## config.mk

```make
export PLATFORM = sky130hd
export DESIGN_NAME = jk_count_driver
export DESIGN_NICKNAME = d
export VERILOG_FILES = /design/src/rtl/jk_count_driver.sv
export SDC_FILE = /design/constraint.sdc
export NUM_CORES = 1
export LEC_CHECK = 0
export ABC_CLOCK_PERIOD_IN_PS = 2300
export BUFFER_PORTS_ARGS = -buffer_cell sky130_fd_sc_hd__buf_2
export CELL_PAD_IN_SITES_DETAIL_PLACEMENT = 2
export CELL_PAD_IN_SITES_GLOBAL_PLACEMENT = 2
export CORE_AREA = 2 2 60 57
export DETAILED_ROUTE_END_ITERATION = 10
export DIE_AREA = 0 0 62 59
export GPL_TIMING_DRIVEN = 0
export PLACE_DENSITY = 0.85
export REMOVE_ABC_BUFFERS = 1
export SLEW_MARGIN = 10
export SYNTH_ARGS = -nofsm -noshare
export SYNTH_HDL_FRONTEND = slang
export SYNTH_SLANG_ARGS = --single-unit
```

## constraint.sdc

```tcl
create_clock -name clk -period 2.3 [get_ports clk]
set_clock_uncertainty 0.1 [all_clocks]
set_input_delay 0 -clock clk [delete_from_list [all_inputs] [get_ports clk]]
set_output_delay 0 -clock clk [all_outputs]
set_load 0.05 [all_outputs]
```

## src/rtl/jk_count_driver.sv

```systemverilog
// Excitation driver for an external bank of JK flip-flops counting modulo MODULUS, with load and mismatch detection.
// Build option JK_TOGGLE_EN: drive changing bits with toggle (11) instead of set/clear (10/01).
module jk_count_driver #(
    parameter int WIDTH   = 4,
    parameter int MODULUS = 10
) (
    input  logic                 clk,
    input  logic                 rst,
    input  logic                 en,
    input  logic                 up_dn,
    input  logic                 load,
    input  logic [WIDTH-1:0]     load_val,
    input  logic [WIDTH-1:0]     q_fb,
    output logic [2*WIDTH-1:0]   jk,
    output logic [WIDTH-1:0]     q_model,
    output logic                 tc,
    output logic                 fault,
    output logic                 load_err
);

    // state | meaning
    // CLEAR | drive clear on every bit; flip-flops have no reset of their own
    // RUN   | count/load, compare q_fb against the shadow model each edge
    // FAULT | q_fb diverged from the model; hold all bits until rst
    typedef enum logic [1:0] {
        CLEAR = 2'd0,
        RUN   = 2'd1,
        FAULT = 2'd2
    } state_t;

    localparam logic [WIDTH-1:0] TOP_V = WIDTH'(MODULUS - 1);
    localparam logic [WIDTH:0]   MOD_V = (WIDTH + 1)'(MODULUS);

    state_t             state_q;
    logic [WIDTH-1:0]   q_model_q;
    logic [WIDTH-1:0]   nxt_d;
    logic               fault_q;
    logic               load_err_q;
    logic               load_bad;

    // Compare one bit wider so MODULUS == 2**WIDTH is representable.
    assign load_bad = load && ({1'b0, load_val} >= MOD_V);

    always_comb begin
        nxt_d = q_fb;
        if (load) begin
            if (!load_bad) begin
                nxt_d = load_val;
            end
        end else if (en) begin
            if (up_dn) begin
                nxt_d = (q_fb == TOP_V) ? '0 : q_fb + 1'b1;
            end else begin
                nxt_d = (q_fb == '0) ? TOP_V : q_fb - 1'b1;
            end
        end
    end

    always_comb begin
        jk = '0;
        case (state_q)
            CLEAR: begin
                for (int i = 0; i < WIDTH; i++) begin
                    jk[2*i +: 2] = 2'b01;
                end
            end
            RUN: begin
                for (int i = 0; i < WIDTH; i++) begin
                    if (q_fb[i] != nxt_d[i]) begin
`ifdef JK_TOGGLE_EN
                        jk[2*i +: 2] = 2'b11;
`else
                        jk[2*i +: 2] = {nxt_d[i], q_fb[i]};
`endif
                    end
                end
            end
            default: jk = '0;
        endcase
    end

    assign tc = (state_q == RUN) && en && !load &&
                (up_dn ? (q_fb == TOP_V) : (q_fb == '0));

    always_ff @(posedge clk) begin
        if (rst) begin
            state_q    <= CLEAR;
            q_model_q  <= '0;
            fault_q    <= 1'b0;
            load_err_q <= 1'b0;
        end else begin
            load_err_q <= 1'b0;
            case (state_q)
                CLEAR: begin
                    state_q   <= RUN;
                    q_model_q <= '0;
                end
                RUN: begin
                    if (q_fb != q_model_q) begin
                        state_q <= FAULT;
                        fault_q <= 1'b1;
                    end else begin
                        q_model_q  <= nxt_d;
                        load_err_q <= load_bad;
                    end
                end
                FAULT: begin
                    state_q <= FAULT;
                end
                default: begin
                    state_q <= CLEAR;
                end
            endcase
        end
    end

    assign q_model  = q_model_q;
    assign fault    = fault_q;
    assign load_err = load_err_q;

endmodule

```

==> flow_metrics.py, run 1 <==
metrics = {
    "drt": {
        "drt_wl_total_um": 2762,
        "num_vias": 886,
        "drtPass1Iterations": 4,
        "wire_per_inst_um": 16.06,
        "drc": 0,
        "ant_nets": 0,
        "drtIter0Drc": 24,
        "post_drt_via_cell_ratio": 5.151,
    },
    "timing": {
        "drv_slew": 0,
        "post-route-period-util": 0.8200,
        "fin_setup_tns_ns": 0,
        "finalHoldViolations": 0,
        "fin_crit_ns": 1.886,
        "timing.fmax_mhz": 530.2,
        "rsz0062_at_grt": "no",
        "timing.hold.ws_ns": 0.01108,
        "setup_viol": 0,
        "timing_worst_slew_pin_value_ns": 0.4284,
        "relSlewSlack": 0.7144,
        "setup_slack_ns": 0.4140,
    },
    "placed_design": {
        "dp_hpwl_um": 2192,
        "gp_congestion": 0.8459,
        "portBuffers": 27,
        "dp_slack_ns": 0.3900,
        "dpl_cell_area_um2": 952.2,
        "place_inst": 168,
    },
    "job": {
        "drv_cap": 0,
    },
    "global_route": {
        "grt_pass1_vias": 960,
        "grt_pass1_wl_um": 4685,
        "globalRouteOverflowTotal": 0,
        "grt_max_degree": 15,
        "antenna_found_initial": 0,
        "grt_usage": 0.1775,
    },
    "setup_path": {
        "setup.worst_path.class": "input port to output pin",
        "crit_arrival_ns": 1.79,
        "end_kind": "output pin",
        "required_ns": 2.20,
        "setup.worst_path.start_class": "input port",
        "crit_chain": "buf_2 > inv_1 > ha_1 > nand2b_1 > o21a_1 > o211ai_1 > o21ai_1 > o21ai_1 > a31o_1 > buf_2",
        "cp_num_buf_inv": 3,
        "cp_slowest_cell": "buf_2",
        "critical-path-top-delay-family": "compound AO/OA/AOI/OAI gates",
        "crit_path_max_fanout": 8,
        "cpPeakStageDelay_ns": 0.26,
    },
    "finish": {
        "final_nets": 150,
        "multi_input_area_um2": 574.3,
        "fin_area_um2": 984.7,
        "synthToLayoutAreaGrowth_pct": 21.64,
        "final_cells": 172,
        "final_cell_mix": "buf_2, o21ai_1, nor2_1",
        "drive_above_1_share": 0.2769,
        "nFillCells": 358,
        "n_antenna_cell": 0,
        "final_common_cell": "buf_2",
        "final_core_util": 0.3314,
        "seqCellArea_um2": 160.2,
    },
    "floorplan": {
        "die_x_um": 62,
        "fp.dieH_um": 59,
        "rows": 19,
        "start_util": 0.2724,
        "dieArea_um2": 3658,
        "io_pins": 28,
        "fp.coreArea_um2": 2972,
    },
    "power_and_ir_drop": {
        "swShare": 0.5011,
        "ir_worst_vdd_v": 0.0002592,
        "pwr-share-comb": 0.569,
        "power_uw": 624.4,
        "p_switching_uw": 312.9,
        "pwr-share-clk": 0.182,
        "powerDensity_nw_per_um2": 634.1,
        "p_leak_nw": 0.4343,
        "power_frac_seq": 0.249,
        "intPower_uw": 311.5,
    },
    "logic_synthesis": {
        "ys.warnings.count": 0,
        "synth-async-reset-ratio": 0,
        "ys_types": 36,
        "synth_edf_count": 0,
        "synth_seq_cells": 8,
        "synthCells": 106,
        "syn_avg_cell_area_um2": 7.637,
        "mappedNetlistArea_um2": 809.5,
        "synthFlopType": "dfxtp_1",
        "synth-seq-area-share": 0.1978,
    },
    "clocking": {
        "numCtsBuffers": 3,
        "htree_levels": 1,
        "ctsResizeCount": 0,
        "cts-root-buf": "clkbuf_4",
        "cts_sinks": 8,
        "insertion_delay_ns": 0.26,
        "clockBufferDepth": 2,
        "cts_hold_buf": 1,
        "cts_tree": "yes",
        "cts.clk_slew.worst_paths_ns": 0.06,
        "cts_setup_buffers": 0,
    },
    "min_path": {
        "hold_path.class": "input port to register",
    },
    "outcome": {
        "status": "complete, no violations",
    },
}
==> sequential cells by signal (all words and copies together), names as in the netlist <==
signal,cells
fault,1
load_err,1
q_model,4
state_q,2
==> cell type report <==
class,instances,area share
multi-input combinational,83,0.5832
clock buffer,3,0.02287
inverter,8,0.03050
sequential,8,0.1626
tap,42,0.05337
timing repair buffer,28,0.1474
==> path summary, 6_finish.rpt <==
kind	slack, ns	end	cells past startpoint	startpoint
worst max-delay path	0.41	jk[2]	10	q_fb[1]
worst min-delay path	0.01	load_err	2	load
worst max register to register	0.69	q_model[0]	5	state_q[1]
worst min register to register	0.34	fault	2	fault
==> layer usage <==
| metal | vias to the layer above | part of all wire | global-route usage |
|---|---|---|---|
| met5 | - | 0 | 0 |
| li1 | 427 | - | - |
| met2 | 24 | 0.49 | 0.2887 |
| met4 | 0 | 0.0083 | 0.03647 |
| met3 | 4 | 0.049 | 0.05022 |
| met1 | 431 | 0.46 | 0.2323 |
==> logic make-up after synthesis <==
logic type / synth area share
simple gates: 0.2798
compound gates: 0.2643
buf+inv: 0.09273
flops: 0.1978
xor+xnor: 0.06338
fa+ha+maj: 0.07728
mux: 0.02473
==> Yosys cell counts (all sizes together) (2+ instances only) <==
cell type  count  share of area
a21oi          7          0.043
a31o           4          0.043
a31oi          2          0.015
buf            5          0.046
clkbuf         2         0.0093
dfxtp          8           0.20
ha             5          0.077
inv            8          0.037
mux2i          2          0.025
nand2          5          0.026
nand2b         6          0.046
nand3          3          0.019
nand3b         2          0.019
nand4b         3          0.032
nor2           9          0.042
nor3           2          0.012
nor3b          3          0.028
o211ai         3          0.028
o21ai         12          0.074
xor2           4          0.053
==> power groups by stage <==
stage | Sequential [mW] | Clock [mW] | Combinational [mW]
2_1_floorplan | 0.171 | 0 | 0.239
3_3_place_gp | 0.158 | 0 | 0.338
3_5_place_dp | 0.158 | 0 | 0.354
4_1_cts | 0.155 | 0.115 | 0.358
5_1_grt | 0.157 | 0.120 | 0.386
6_report | 0.155 | 0.114 | 0.355
Power figures use the tool's default switching activity.
==> run 2, diff against run 1 <==
- ABC_AREA: not set -> 1
- ABC_CLOCK_PERIOD_IN_PS: 2300 -> 1800
- CORE_AREA: 2 2 60 57 -> 2 2 66 62
- DIE_AREA: 0 0 62 59 -> 0 0 68 64
- PLACE_DENSITY: 0.85 -> 0.8
- clock period: 2.3 -> 1.8 ns (I/O delays scaled with it)
==> run 2 against run 1 <==
  * Sequential power rose by 42%
  * Flip-flop and latch count stayed put
  * Synthesized cell count is 30% higher
  * Final area increased by 11%
  * Largest cell class unchanged
  * Register-to-register slack got worse by 0.41 ns
  * Worst hold slack better by 0.072 ns
  * Non-clock buffer count is the same
  * Via count is 18% higher
  * Global-route usage is 0.36 points lower
  * Core utilization decreased by 2.9 points
  * Final cell count grew 23%
  * Power increased by 62%
==> flow_metrics.py, run 2 <==
metrics = {
    "outcome": {
        "status": "complete, no violations",
    },
    "global_route": {
        "grt_max_degree": 13,
        "globalRouteOverflowTotal": 0,
        "antenna_found_initial": 0,
        "grt_usage": 0.1738,
        "grt_pass1_wl_um": 5768,
        "grt_pass1_vias": 1124,
    },
    "timing": {
        "rsz0062_at_grt": "yes",
        "drv_slew": 0,
        "fin_crit_ns": 1.685,
        "setup_viol": 0,
        "timing_worst_slew_pin_value_ns": 0.3564,
        "relSlewSlack": 0.7617,
        "timing.fmax_mhz": 593.6,
        "finalHoldViolations": 0,
        "post-route-period-util": 0.9359,
    },
    "job": {
        "drv_cap": 0,
    },
    "logic_synthesis": {
        "ys.warnings.count": 0,
        "synth_top_family_by_area": "simple AND/OR/NAND/NOR gates",
        "synth_top_area_cell": "dfxtp_1",
        "synth-simple-area-share": 0.3958,
        "mappedNetlistArea_um2": 840.8,
        "synth_area_leaders": "dfxtp_1, nand2_1, nand3_1",
        "synthMuxAreaShare": 0,
        "synthMostInstantiatedCell": "nand2_1",
        "syn_avg_cell_area_um2": 6.093,
        "synth_top_area_frac": 0.1905,
        "synth-async-reset-ratio": 0,
        "ys_types": 23,
        "synth_compound_area_frac": 0.1815,
        "synth-seq-area-share": 0.1905,
        "synthCells": 138,
        "synth_fa_ha_area_frac": 0.07440,
        "synthFlopType": "dfxtp_1",
        "synth_top_cells_by_count": "nand2_1, inv_1, nand3_1, a21oi_1, o21ai_0",
        "synth_seq_cells": 8,
        "synth_xor_area_frac": 0.03125,
        "synth_edf_count": 0,
    },
    "clocking": {
        "cts_tree": "yes",
        "cts_setup_buffers": 0,
        "cts-root-buf": "clkbuf_8",
        "clockBufferDepth": 2,
        "insertion_delay_ns": 0.23,
        "numCtsBuffers": 3,
        "htree_levels": 1,
        "cts.clk_slew.worst_paths_ns": 0.04,
        "cts_sinks": 8,
    },
    "setup_path": {
        "required_ns": 1.70,
        "setup.worst_path.start_class": "input port",
        "setup.worst_path.class": "input port to output pin",
        "crit_path_max_fanout": 9,
        "end_kind": "output pin",
        "crit_arrival_ns": 1.58,
    },
    "drt": {
        "wire_per_inst_um": 15.84,
        "ant_nets": 0,
        "num_vias": 1042,
        "post_drt_via_cell_ratio": 4.938,
        "drtPass1Iterations": 4,
        "drt_wl_total_um": 3342,
        "drc": 0,
        "drtIter0Drc": 23,
    },
    "power_and_ir_drop": {
        "ir_worst_vdd_v": 0.0005164,
        "p_leak_nw": 0.5610,
        "power_mw": 1.014,
        "powerDensity_nw_per_um2": 926.0,
    },
    "floorplan": {
        "start_util": 0.2319,
        "die_x_um": 68,
        "rows": 21,
        "io_pins": 28,
        "fp.coreArea_um2": 3626,
        "dieArea_um2": 4352,
        "fp.dieH_um": 64,
    },
    "finish": {
        "final_core_util": 0.3019,
        "final_common_cell": "nand2_1",
        "largest_reg_flops": 4,
        "drive_above_1_share": 0.2545,
        "final_cell_mix": "nand2_1, buf_2, inv_1",
        "synthToLayoutAreaGrowth_pct": 30.21,
        "n_antenna_cell": 0,
        "final_nets": 185,
        "final_cells": 211,
    },
    "placed_design": {
        "place_inst": 207,
        "portBuffers": 27,
        "dp_hpwl_um": 2487,
        "gp_congestion": 0.8995,
    },
    "min_path": {
        "hold_path.class": "input port to register",
    },
}
## run 2: changes by cell type in the layout (fill, tap and decap cells not counted), moves of 4 or more
| cell | change |
|---|---|
| o21ai_1 | -10 |
| o21ai_0 | +9 |
| a21oi_1 | +4 |
| a31o_1 | -4 |
| inv_1 | +10 |
| buf_2 | -7 |
| nand2_1 | +32 |
| nand2b_1 | -6 |
| nand3_1 | +11 |
| buf_4 | +4 |
## run 2: cells by family (layout without fill, tap and decap cells)
logic type / after synthesis / count (layout)
AND/OR/NAND/NOR: 72 / 72
AO/OA/AOI/OAI: 27 / 27
adder cells (fa/ha/maj): 5 / 5
XOR/XNOR: 3 / 3
buffers and inverters: 23 / 50
flip-flops: 8 / 8
## run 2: repair_timing
item	4_1_cts	5_1_grt
cloned	0	0
endpoints found under the hold margin	6	0
gates resized for setup	7	8
setup endpoints to repair	5	7
hold buffers	1	0
## run 2: path summary, 6_finish.rpt
kind	endpoint	slack [ns]	start	cells after the start
worst min register to register	fault	0.40	fault	2
worst max register to register	state_q[0]	0.28	q_model[3]	5
worst min-delay path	load_err	0.08	load_val[1]	3
worst max-delay path	jk[3]	0.12	q_fb[0]	11
## run 2: cell type report
class,instances,area [um2]
repair buffers,28,162.7
flip-flops and latches,8,160.2
clock buffers,3,41.29
well taps,46,57.56
inverters,19,75.07
fillers,462,2531
multi-input cells,107,598.1
## run 2: through the flow
step | TNS, ns | area [um2] | setup slack (ns) | hold WS [ns]
finish | 0 | 1095 | 0.1154 | 0.08316
global route | -0.06337 | 1095 | -0.04440 | 0.1325
CTS | 0 | 1074 | 0.03913 | 0.09291
detailed placement | -0.07348 | 999.7 | -0.03879 | 0.1728
global placement | 0 | 999.7 | 0.02280 | 0.1640
floorplan | -2.522 | 807.0 | -1.569 | -0.03093
## run 2: metal layers
layer	vias to the layer above	GRT usage	share of wire
li1	511	-	-
met4	0	0.04750	0.0069
met5	-	0	0
met2	20	0.2852	0.52
met3	2	0.01585	0.025
met1	509	0.2393	0.45
## run 2: critical path: stages
cell and delay (ns):
buf_2 0.23, inv_4 0.08, ha_1 0.23, inv_1 0.11, nor3_2 0.06, o21ai_0 0.16
nand2_1 0.11, a21boi_1 0.19, nand2_1 0.09, nor2_1 0.12, buf_4 0.21
## run 2: report_power, final
group          total (mW)  switching, mW  internal, mW
clock               0.216         0.0712         0.145
sequential          0.220         0.0192         0.201
combinational       0.578          0.421         0.157
total                1.01          0.511         0.503
